`src/rtl/fifo_pkg.sv`:
```
// Shared async-FIFO definitions: side selectors and gray/binary conversion.
// Helpers work at a fixed maximum width; callers zero-extend in and cast the result back down.
package fifo_pkg;

  localparam int FIFO_SIDE_RD = 0;
  localparam int FIFO_SIDE_WR = 1;
  localparam int GRAY_MAX_W   = 32;

  function automatic logic [GRAY_MAX_W-1:0] binary2Gray(input logic [GRAY_MAX_W-1:0] b);
    return b ^ (b >> 1);
  endfunction

  // Zero-extended upper bits stay zero, so narrower pointers convert correctly.
  function automatic logic [GRAY_MAX_W-1:0] gray2bin(input logic [GRAY_MAX_W-1:0] g);
    logic [GRAY_MAX_W-1:0] b;
    b[GRAY_MAX_W-1] = g[GRAY_MAX_W-1];
    for (int i = GRAY_MAX_W-2; i >= 0; i--)
      b[i] = b[i+1] ^ g[i];
    return b;
  endfunction

endpackage

```
`src/rtl/ptr_sync_2ff.sv`:
```
// Two-flop synchronizer for the remote gray pointer. This is the only clock-domain
// crossing in the FIFO pointer logic; nothing may sit between the two stages.
module ptr_sync_2ff #(
  parameter int WIDTH = 7
) (
  input  logic             clk,
  input  logic             hardReset_n,
  input  logic             flush,
  input  logic [WIDTH-1:0] d,
  output logic [WIDTH-1:0] q
);

  logic [WIDTH-1:0] r_sync1;
  logic [WIDTH-1:0] r_sync2;

  always_ff @(posedge clk or negedge hardReset_n) begin
    if (!hardReset_n) begin
      r_sync1 <= '0;
      r_sync2 <= '0;
    end else if (flush) begin
      r_sync1 <= '0;
      r_sync2 <= '0;
    end else begin
      r_sync1 <= d;
      r_sync2 <= r_sync1;
    end
  end

  assign q = r_sync2;

endmodule

```
`src/rtl/fifo_ptr_ctrl.sv`:
```
// Pointer/status controller for one side of the async FIFO: local binary pointer,
// synchronized remote pointer, registered empty/full stall, fill level, almost and sticky error.
module fifo_ptr_ctrl
  import fifo_pkg::*;
#(
  parameter int ADDRWIDTH = 6,
  parameter int SIDE      = 0,
  parameter int ALMOST_TH = 2
) (
  input  logic                 clk,
  input  logic                 hardReset_n,
  input  logic                 flush,
  input  logic                 rdWrEn,
  input  logic [ADDRWIDTH:0]   remoteAddrGray,
  output logic [ADDRWIDTH:0]   fifoAddr,
  output logic [ADDRWIDTH-1:0] memAddr,
  output logic                 rdWrDisable,
  output logic [ADDRWIDTH:0]   fifoLevel,
  output logic                 almostFlag,
  output logic                 overUnderErr
);

  localparam int             PW       = ADDRWIDTH + 1;
  localparam logic [PW-1:0]  DEPTH    = PW'(2**ADDRWIDTH);
  localparam logic [PW-1:0]  TH_LO    = PW'(ALMOST_TH);
  localparam logic [PW-1:0]  TH_HI    = PW'(2**ADDRWIDTH - ALMOST_TH);
  localparam logic           RST_FLAG = (SIDE == FIFO_SIDE_RD);

  logic [PW-1:0] r_addr;
  logic [PW-1:0] r_level;
  logic          r_dis;
  logic          r_almost;
  logic          r_err;

  logic [PW-1:0] w_remote_gray;
  logic [PW-1:0] w_remote_bin;
  logic          w_inc;
  logic [PW-1:0] w_addr_nxt;
  logic [PW-1:0] w_lvl;
  logic          w_dis_nxt;
  logic          w_almost_nxt;

  ptr_sync_2ff #(.WIDTH(PW)) u_cdc_remote_sync (
    .clk         (clk),
    .hardReset_n (hardReset_n),
    .flush       (flush),
    .d           (remoteAddrGray),
    .q           (w_remote_gray)
  );

  assign w_remote_bin = PW'(gray2bin(GRAY_MAX_W'(w_remote_gray)));
  assign w_inc        = rdWrEn & ~r_dis;
  assign w_addr_nxt   = r_addr + PW'(w_inc);

  // Status uses the next local pointer so a local op stalls with zero latency.
  always_comb begin
    w_lvl        = '0;
    w_dis_nxt    = RST_FLAG;
    w_almost_nxt = RST_FLAG;
    if (SIDE == FIFO_SIDE_RD) begin
      w_lvl        = w_remote_bin - w_addr_nxt;
      w_dis_nxt    = (w_lvl == '0);
      w_almost_nxt = (w_lvl <= TH_LO);
    end else begin
      w_lvl        = w_addr_nxt - w_remote_bin;
      w_dis_nxt    = (w_lvl == DEPTH);
      w_almost_nxt = (w_lvl >= TH_HI);
    end
  end

  always_ff @(posedge clk or negedge hardReset_n) begin
    if (!hardReset_n) begin
      r_addr   <= '0;
      r_level  <= '0;
      r_dis    <= RST_FLAG;
      r_almost <= RST_FLAG;
      r_err    <= 1'b0;
    end else if (flush) begin
      r_addr   <= '0;
      r_level  <= '0;
      r_dis    <= RST_FLAG;
      r_almost <= RST_FLAG;
      r_err    <= 1'b0;
    end else begin
      r_addr   <= w_addr_nxt;
      r_level  <= w_lvl;
      r_dis    <= w_dis_nxt;
      r_almost <= w_almost_nxt;
      if (rdWrEn && r_dis)
        r_err <= 1'b1;
    end
  end

  assign fifoAddr     = r_addr;
  assign memAddr      = r_addr[ADDRWIDTH-1:0];
  assign rdWrDisable  = r_dis;
  assign fifoLevel    = r_level;
  assign almostFlag   = r_almost;
  assign overUnderErr = r_err;

endmodule
```
`config.mk`:
```
export PLATFORM = sky130hd
export DESIGN_NAME = fifo_ptr_ctrl
export DESIGN_NICKNAME = d
export VERILOG_FILES = /design/src/rtl/fifo_pkg.sv /design/src/rtl/ptr_sync_2ff.sv /design/src/rtl/fifo_ptr_ctrl.sv
export SDC_FILE = /design/constraint.sdc
export NUM_CORES = 1
export LEC_CHECK = 0
export ABC_CLOCK_PERIOD_IN_PS = 4800
export CAP_MARGIN = 20
export CORE_MARGIN = 4
export CORE_UTILIZATION = 49
export DETAILED_ROUTE_END_ITERATION = 6
export HOLD_SLACK_MARGIN = 0.03
export PLACE_DENSITY = 0.78
export SYNTH_ARGS = -nofsm -noshare
export SYNTH_HDL_FRONTEND = slang
export SYNTH_HIERARCHICAL = 1
export SYNTH_SLANG_ARGS = --single-unit
```
`constraint.sdc`:
```
create_clock -name clk -period 4.8 [get_ports clk]
set_clock_uncertainty 0.2 [all_clocks]
set_input_delay 0.96 -clock clk [delete_from_list [all_inputs] [get_ports clk]]
set_output_delay 0.96 -clock clk [all_outputs]
set_load 0.02 [all_outputs]
```
==> out/qor.yml, run 1 <==
global_route:
  grt_use_met3_pct: 4.09
  busiest_layer: "met2"
  grt_max_degree: 32
  grt_remaining_overflow: 0
  antenna_found_initial: 0
  grt_use_met1_pct: 14.8
  grtUsageMet2_pct: 27.0
  grt_pass1_wl_um: 4520
  grt_pass1_vias: 1027
  gr-usage-all-layers_pct: 15.0
worst_setup_path:
  cp.required_ps: 4830
  worst_path_max_delay_cell: "xor3_2"
  cp.arrival_ps: 3810
  crit_path_cell_trace: "xor3_2 > xnor2_2 > xor2_2 > xor2_2 > xor2_1 > ha_1 > fa_1 > nand2b_1 > a21oi_1 > xnor2_1 > nand3_1 > o41ai_1"
  worstSetupPathType: "flop to flop"
  cp_max_fo: 3
  start_kind: "flop"
  crit_top_cell: "xor2_2"
  max_stage_delay_ps: 430
  endpoint_kind: "flop"
floorplanning:
  die_h_um: 63.4
  ios: 34
  core-area_mm2: 0.00285
  fp.dieArea_mm2: 0.00402
  die_w_um: 63.4
  num_rows: 19
  start_util_pct: 52.7
drt:
  dr.pass1.iters: 4
  vias: 983
  drc: 0
  wl_um: 2550
  avgViaCountPerCell: 5.12
  drtIter0Drc: 43
  final_antenna_net_count: 0
  routedWlPerCell_um: 13.3
cts:
  cts_tree: "yes"
  cts.repair.resized: 0
  clock_latency_ps: 330
  hold_buffers: 0
  cts.clk_slew.worst_paths_ps: 90
  post_cts_buffers: 0
  clock-root-buffer: "clkbuf_4"
  cts_made_buffers: 5
  clock_sinks: 31
  clock_path_buffers: 2
  htree_levels: 2
power:
  ir_drop_v: 0.000194
  leakage_nw: 0.872
  p_per_area_mw_per_mm2: 349
finish:
  syn_to_final_growth_pct: 26.1
  drive_above_1_share_pct: 15.5
  fin_cells: 192
  stdcell_area_mm2: 0.00190
  nets: 180
  fill_cells: 251
  num_antenna_cells: 0
timing:
  finalHoldViolCount: 0
  setup_slack_ps: 1020
  fmax_ghz: 0.265
  finalMaxSlewViolations: 0
  max_slew_margin_pct: 61.6
  post-route-period-util_pct: 78.7
  tns_ps: 0
  worst_pin_slew_ps: 575
  layout_min_cycle_time_ps: 3780
  setup_viol: 0
  grt_setup_unrepaired: "false"
place:
  dpl.hpwl_um: 1950
  gp_congestion: 0.856
  dp.cells: 184
  place_area_mm2: 0.00183
  place_ws_ps: 926
  port_buffers: 33
synthesis:
  synth_cell_types: 28
  yosysSeqAreaShare_pct: 51.8
  syn_nets: 146
  yosysWarningCount: 6
  synth_top_cell_area_share_pct: 48.3
  ys_top_cells_by_area: "dfrtp_1 (48%), ha_1 (6.7%), nor2b_2 (5.8%), nor2_1 (4.2%), dfstp_2 (3.5%)"
  syn_area_per_cell_um2: 11.9
  synth_area_leader_cell: "dfrtp_1"
  synth-seq-cells: 31
  synth_cells: 126
  synth_area_mm2: 0.00150
outcome:
  status: "completed"
run:
  maxCapViolations: 0
worst_hold_path:
  hp-class: "flop to flop"
## cells in the final DEF (no fill, tap or decap), drive strengths merged, types with 2 or more instances in the layout
| cell | Yosys | routed |
|---|---|---|
| o41ai | 2 | 2 |
| a21oi | 4 | 4 |
| dfrtp | 29 | 29 |
| nor2b | 14 | 14 |
| and2b | 3 | 3 |
| dfstp | 2 | 2 |
| nand2 | 3 | 3 |
| nand3 | 6 | 6 |
| buf | 7 | 2 |
| and2 | 2 | 2 |
| ha | 8 | 8 |
| xor2 | 8 | 8 |
| nor2 | 17 | 17 |
| clkdlybuf4s50 | 0 | 33 |
| inv | 5 | 5 |
| xnor2 | 7 | 7 |
| clkbuf | 1 | 8 |
## routing by layer
metal	share of wire, %	vias to the layer above
li1	-	465
met1	37	469
met2	52	42
met3	7.7	7
met4	2.9	0
met5	0	-
## report_power, final
group	internal, mW	switching (mW)
Combinational	0.0927	0.107
Sequential	0.285	0.00746
Clock	0.0860	0.0829
Total	0.463	0.197
## worst paths after layout
check,from,endpoint,slack (ps),depth (start not counted)
worst max-delay path,u_cdc_remote_sync/q[6]$_DFF_PN0_,almostFlag$_DFF_PN1_,1020,12
worst min-delay path,u_cdc_remote_sync/r_sync1[1]$_DFF_PN0_,u_cdc_remote_sync/q[1]$_DFF_PN0_,270,1
worst max register to register,u_cdc_remote_sync/q[6]$_DFF_PN0_,almostFlag$_DFF_PN1_,1020,12
worst min register to register,u_cdc_remote_sync/r_sync1[1]$_DFF_PN0_,u_cdc_remote_sync/q[1]$_DFF_PN0_,270,1
max in group asynchronous,hardReset_n,almostFlag$_DFF_PN1_,3270,2
min in group asynchronous,hardReset_n,fifoAddr[1]$_DFF_PN0_,810,2
## kinds of logic after synthesis
logic type                 synth area share [%]
AOI/OAI and AO/OA                          4.33
xor gates and xnor gates                   13.4
adders and majority gates                  7.99
buffers and inverters                      5.25
DFF                                        51.8
and+or+nand+nor                            17.2
## critical path, delay by kind of cell, from the launching register on
family	cells	cell delay, ps
AOI/OAI and AO/OA	2	590
adders and majority gates	2	680
xor gates and xnor gates	6	1470
DFF	1	420
and+or+nand+nor	2	310
## layout make-up
cell class,count,area (µm²),area share (%)
Clock buffer,8,68.8,3.63
Inverter,5,18.8,0.990
Multi-Input combinational cell,82,646,34.1
Sequential cell,31,778,41.1
Tap cell,31,38.8,2.05
Timing Repair Buffer,35,345,18.2
## cell usage after synthesis (all sizes together)
cell and n:
nand2 3, a31oi 1, buf 7, o21ai 1, o41ai 2, clkbuf 1
dfrtp 29, dfstp 2, a21o 1, xnor3 1, xor2 8, nand2b 1
nand3 6, inv 5, xnor2 7, fa 1, and2 2, a21oi 4
o2111ai 1, and2b 3, xor3 1, nor2b 14, nor2 17, ha 8
## per-stage QoR
stage | power [mW] | utilization (%) | hold WS [ps]
final | 0.661 | 66.4 | 268
after global routing | 0.706 | 66.4 | 294
after floorplan | 0.424 | - | 237
after detailed placement | 0.498 | 64.0 | 244
after global placement | 0.491 | 64.0 | 241
after CTS | 0.668 | 66.4 | 273
## flip-flops by register name, indices dropped and copies added, names as in the netlist
| name | count |
|---|---|
| u_cdc_remote_sync/q | 7 |
| rdWrDisable | 1 |
| fifoLevel | 7 |
| almostFlag | 1 |
| overUnderErr | 1 |
| fifoAddr | 7 |
| u_cdc_remote_sync/r_sync1 | 7 |
No activity file was read; power rests on OpenSTA's default activity.
==> run 2: changes to the inputs <==
--- a/config.mk
+++ b/config.mk
@@ -5,7 +5,7 @@
 export SDC_FILE = /design/constraint.sdc
 export NUM_CORES = 1
 export LEC_CHECK = 0
-export ABC_CLOCK_PERIOD_IN_PS = 4800
+export ABC_CLOCK_PERIOD_IN_PS = 3600
 export CAP_MARGIN = 20
 export CORE_MARGIN = 4
 export CORE_UTILIZATION = 49
==> constraint.sdc (replaced) <==
create_clock -name clk -period 3.6 [get_ports clk]
set_clock_uncertainty 0.2 [all_clocks]
set_input_delay 0.72 -clock clk [delete_from_list [all_inputs] [get_ports clk]]
set_output_delay 0.72 -clock clk [all_outputs]
set_load 0.02 [all_outputs]
==> out/qor.yml, run 2 (synthesis results as in run 1) <==
power:
  p_per_area_mw_per_mm2: 465
  ir_drop_v: 0.000303
  leakage_nw: 0.937
  power_mw: 0.944
drt:
  drtIter0Drc: 37
  vias: 1033
  wl_um: 2840
  dr.pass1.iters: 4
  final_antenna_net_count: 0
  avgViaCountPerCell: 5.17
  drc: 0
  routedWlPerCell_um: 14.2
cts:
  clock_path_buffers: 2
  cts_made_buffers: 5
  cts.clk_slew.worst_paths_ps: 90
  hold_buffers: 0
  clock_sinks: 31
  cts_tree: "yes"
  clock_latency_ps: 330
  clock-root-buffer: "clkbuf_4"
  htree_levels: 2
finish:
  layout_commonest_cell: "clkdlybuf4s50_1"
  stdcell_area_mm2: 0.00203
  final_cell_mix: "clkdlybuf4s50_1 (33), dfrtp_1 (29), nor2_1 (17)"
  drive_above_1_share_pct: 24.9
  nets: 188
  num_antenna_cells: 0
  syn_to_final_growth_pct: 35.1
worst_setup_path:
  worstSetupPathType: "flop to flop"
  rrSetupSlack_ps: 130
  cp_max_fo: 3
  start_kind: "flop"
  r2r-end: "rdWrDisable$_DFF_PN1_"
  timing.rr.start: "u_cdc_remote_sync/q[6]$_DFF_PN0_"
  endpoint_kind: "flop"
  cp.required_ps: 3640
  reg2reg_depth: 12
  cp.arrival_ps: 3500
global_route:
  grt_max_degree: 32
  grt_pass1_vias: 1068
  grt_pass1_wl_um: 4710
  antenna_found_initial: 0
  gr-usage-all-layers_pct: 15.5
  grt_remaining_overflow: 0
floorplanning:
  core-area_mm2: 0.00285
  start_util_pct: 52.7
  die_h_um: 63.4
  ios: 34
  num_rows: 19
  fp.dieArea_mm2: 0.00402
  die_w_um: 63.4
place:
  gp_congestion: 0.900
  port_buffers: 33
  place_area_mm2: 0.00183
  dpl.hpwl_um: 2010
timing:
  fmax_ghz: 0.288
  layout_min_cycle_time_ps: 3470
  post-route-period-util_pct: 96.3
  hold_slack_ps: 266
  finalHoldViolCount: 0
  tns_ps: 0
  finalMaxSlewViolations: 0
  worst_pin_slew_ps: 565
  setup_viol: 0
  max_slew_margin_pct: 62.2
worst_hold_path:
  min_delay_worst_endpoint: "u_cdc_remote_sync/q[3]$_DFF_PN0_"
  hp-class: "flop to flop"
  min_from: "u_cdc_remote_sync/r_sync1[3]$_DFF_PN0_"
  min_path_cells: 1
outcome:
  status: "completed"
run:
  maxCapViolations: 0
-- run 2: power by group --
part | switching, mW | internal (mW) | leakage (nW) | total, mW
logic | 0.173 | 0.157 | 0.492 | 0.330
registers | 0.0105 | 0.379 | 0.407 | 0.390
clock network | 0.109 | 0.115 | 0.0386 | 0.224
total | 0.292 | 0.651 | 0.937 | 0.944
-- run 2: cell type report --
class | count | area, µm²
clock buffers | 8 | 68.8
fillers | 221 | 823
inverters | 5 | 18.8
multi-input cells | 82 | 719
flip-flops and latches | 31 | 778
well taps | 31 | 38.8
repair buffers | 43 | 405
-- run 2: metrics by stage --
stage	cells	util, %	setup slack (ps)
global placement	185	64.3	69.9
detailed placement	185	64.3	-74.1
finish	200	71.1	132
global route	200	71.1	-66.5
floorplan	126	-	236
CTS	197	68.9	50.4
-- run 2: what timing repair did --
item	4_1_cts	5_1_grt
setup buffers	4	3
setup endpoints to repair	2	3
pin swaps	7	6
resized for setup	6	5
cloned	0	0
-- run 2: routing by layer --
metal,vias up,share of wire (%),global-route usage (%)
li1,486,-,-
met4,0,4.2,7.82
met2,37,54,27.5
met1,501,37,16.1
met5,-,0,0
met3,9,5.2,4.97
-- run 2: worst max-delay path, cell delays in order, from the launching register on --
cell and delay (ps):
dfrtp_1 380, xor3_2 500, xnor2_4 180, xor2_2 220, xor2_2 200, xor2_1 110, ha_2 220, fa_2 350
nand2b_4 160, a21oi_2 200, a31oi_1 160, xnor2_2 200, o41ai_2 290
-- run 2: how the worst max path moves through the flow --
| stage | endpoint | startpoint | slack, ps | cells after the start |
|---|---|---|---|---|
| 2_1_floorplan | almostFlag$_DFF_PN1_ | u_cdc_remote_sync/q[6]$_DFF_PN0_ | 240 | 12 |
| 3_3_place_gp | rdWrDisable$_DFF_PN1_ | rdWrEn | 70 | 10 |
| 3_5_place_dp | almostFlag$_DFF_PN1_ | rdWrEn | -70 | 10 |
| 4_1_cts | almostFlag$_DFF_PN1_ | u_cdc_remote_sync/q[5]$_DFF_PN0_ | 50 | 12 |
| 5_1_grt | almostFlag$_DFF_PN1_ | u_cdc_remote_sync/q[6]$_DFF_PN0_ | -70 | 13 |
| 6_report | rdWrDisable$_DFF_PN1_ | u_cdc_remote_sync/q[6]$_DFF_PN0_ | 130 | 12 |
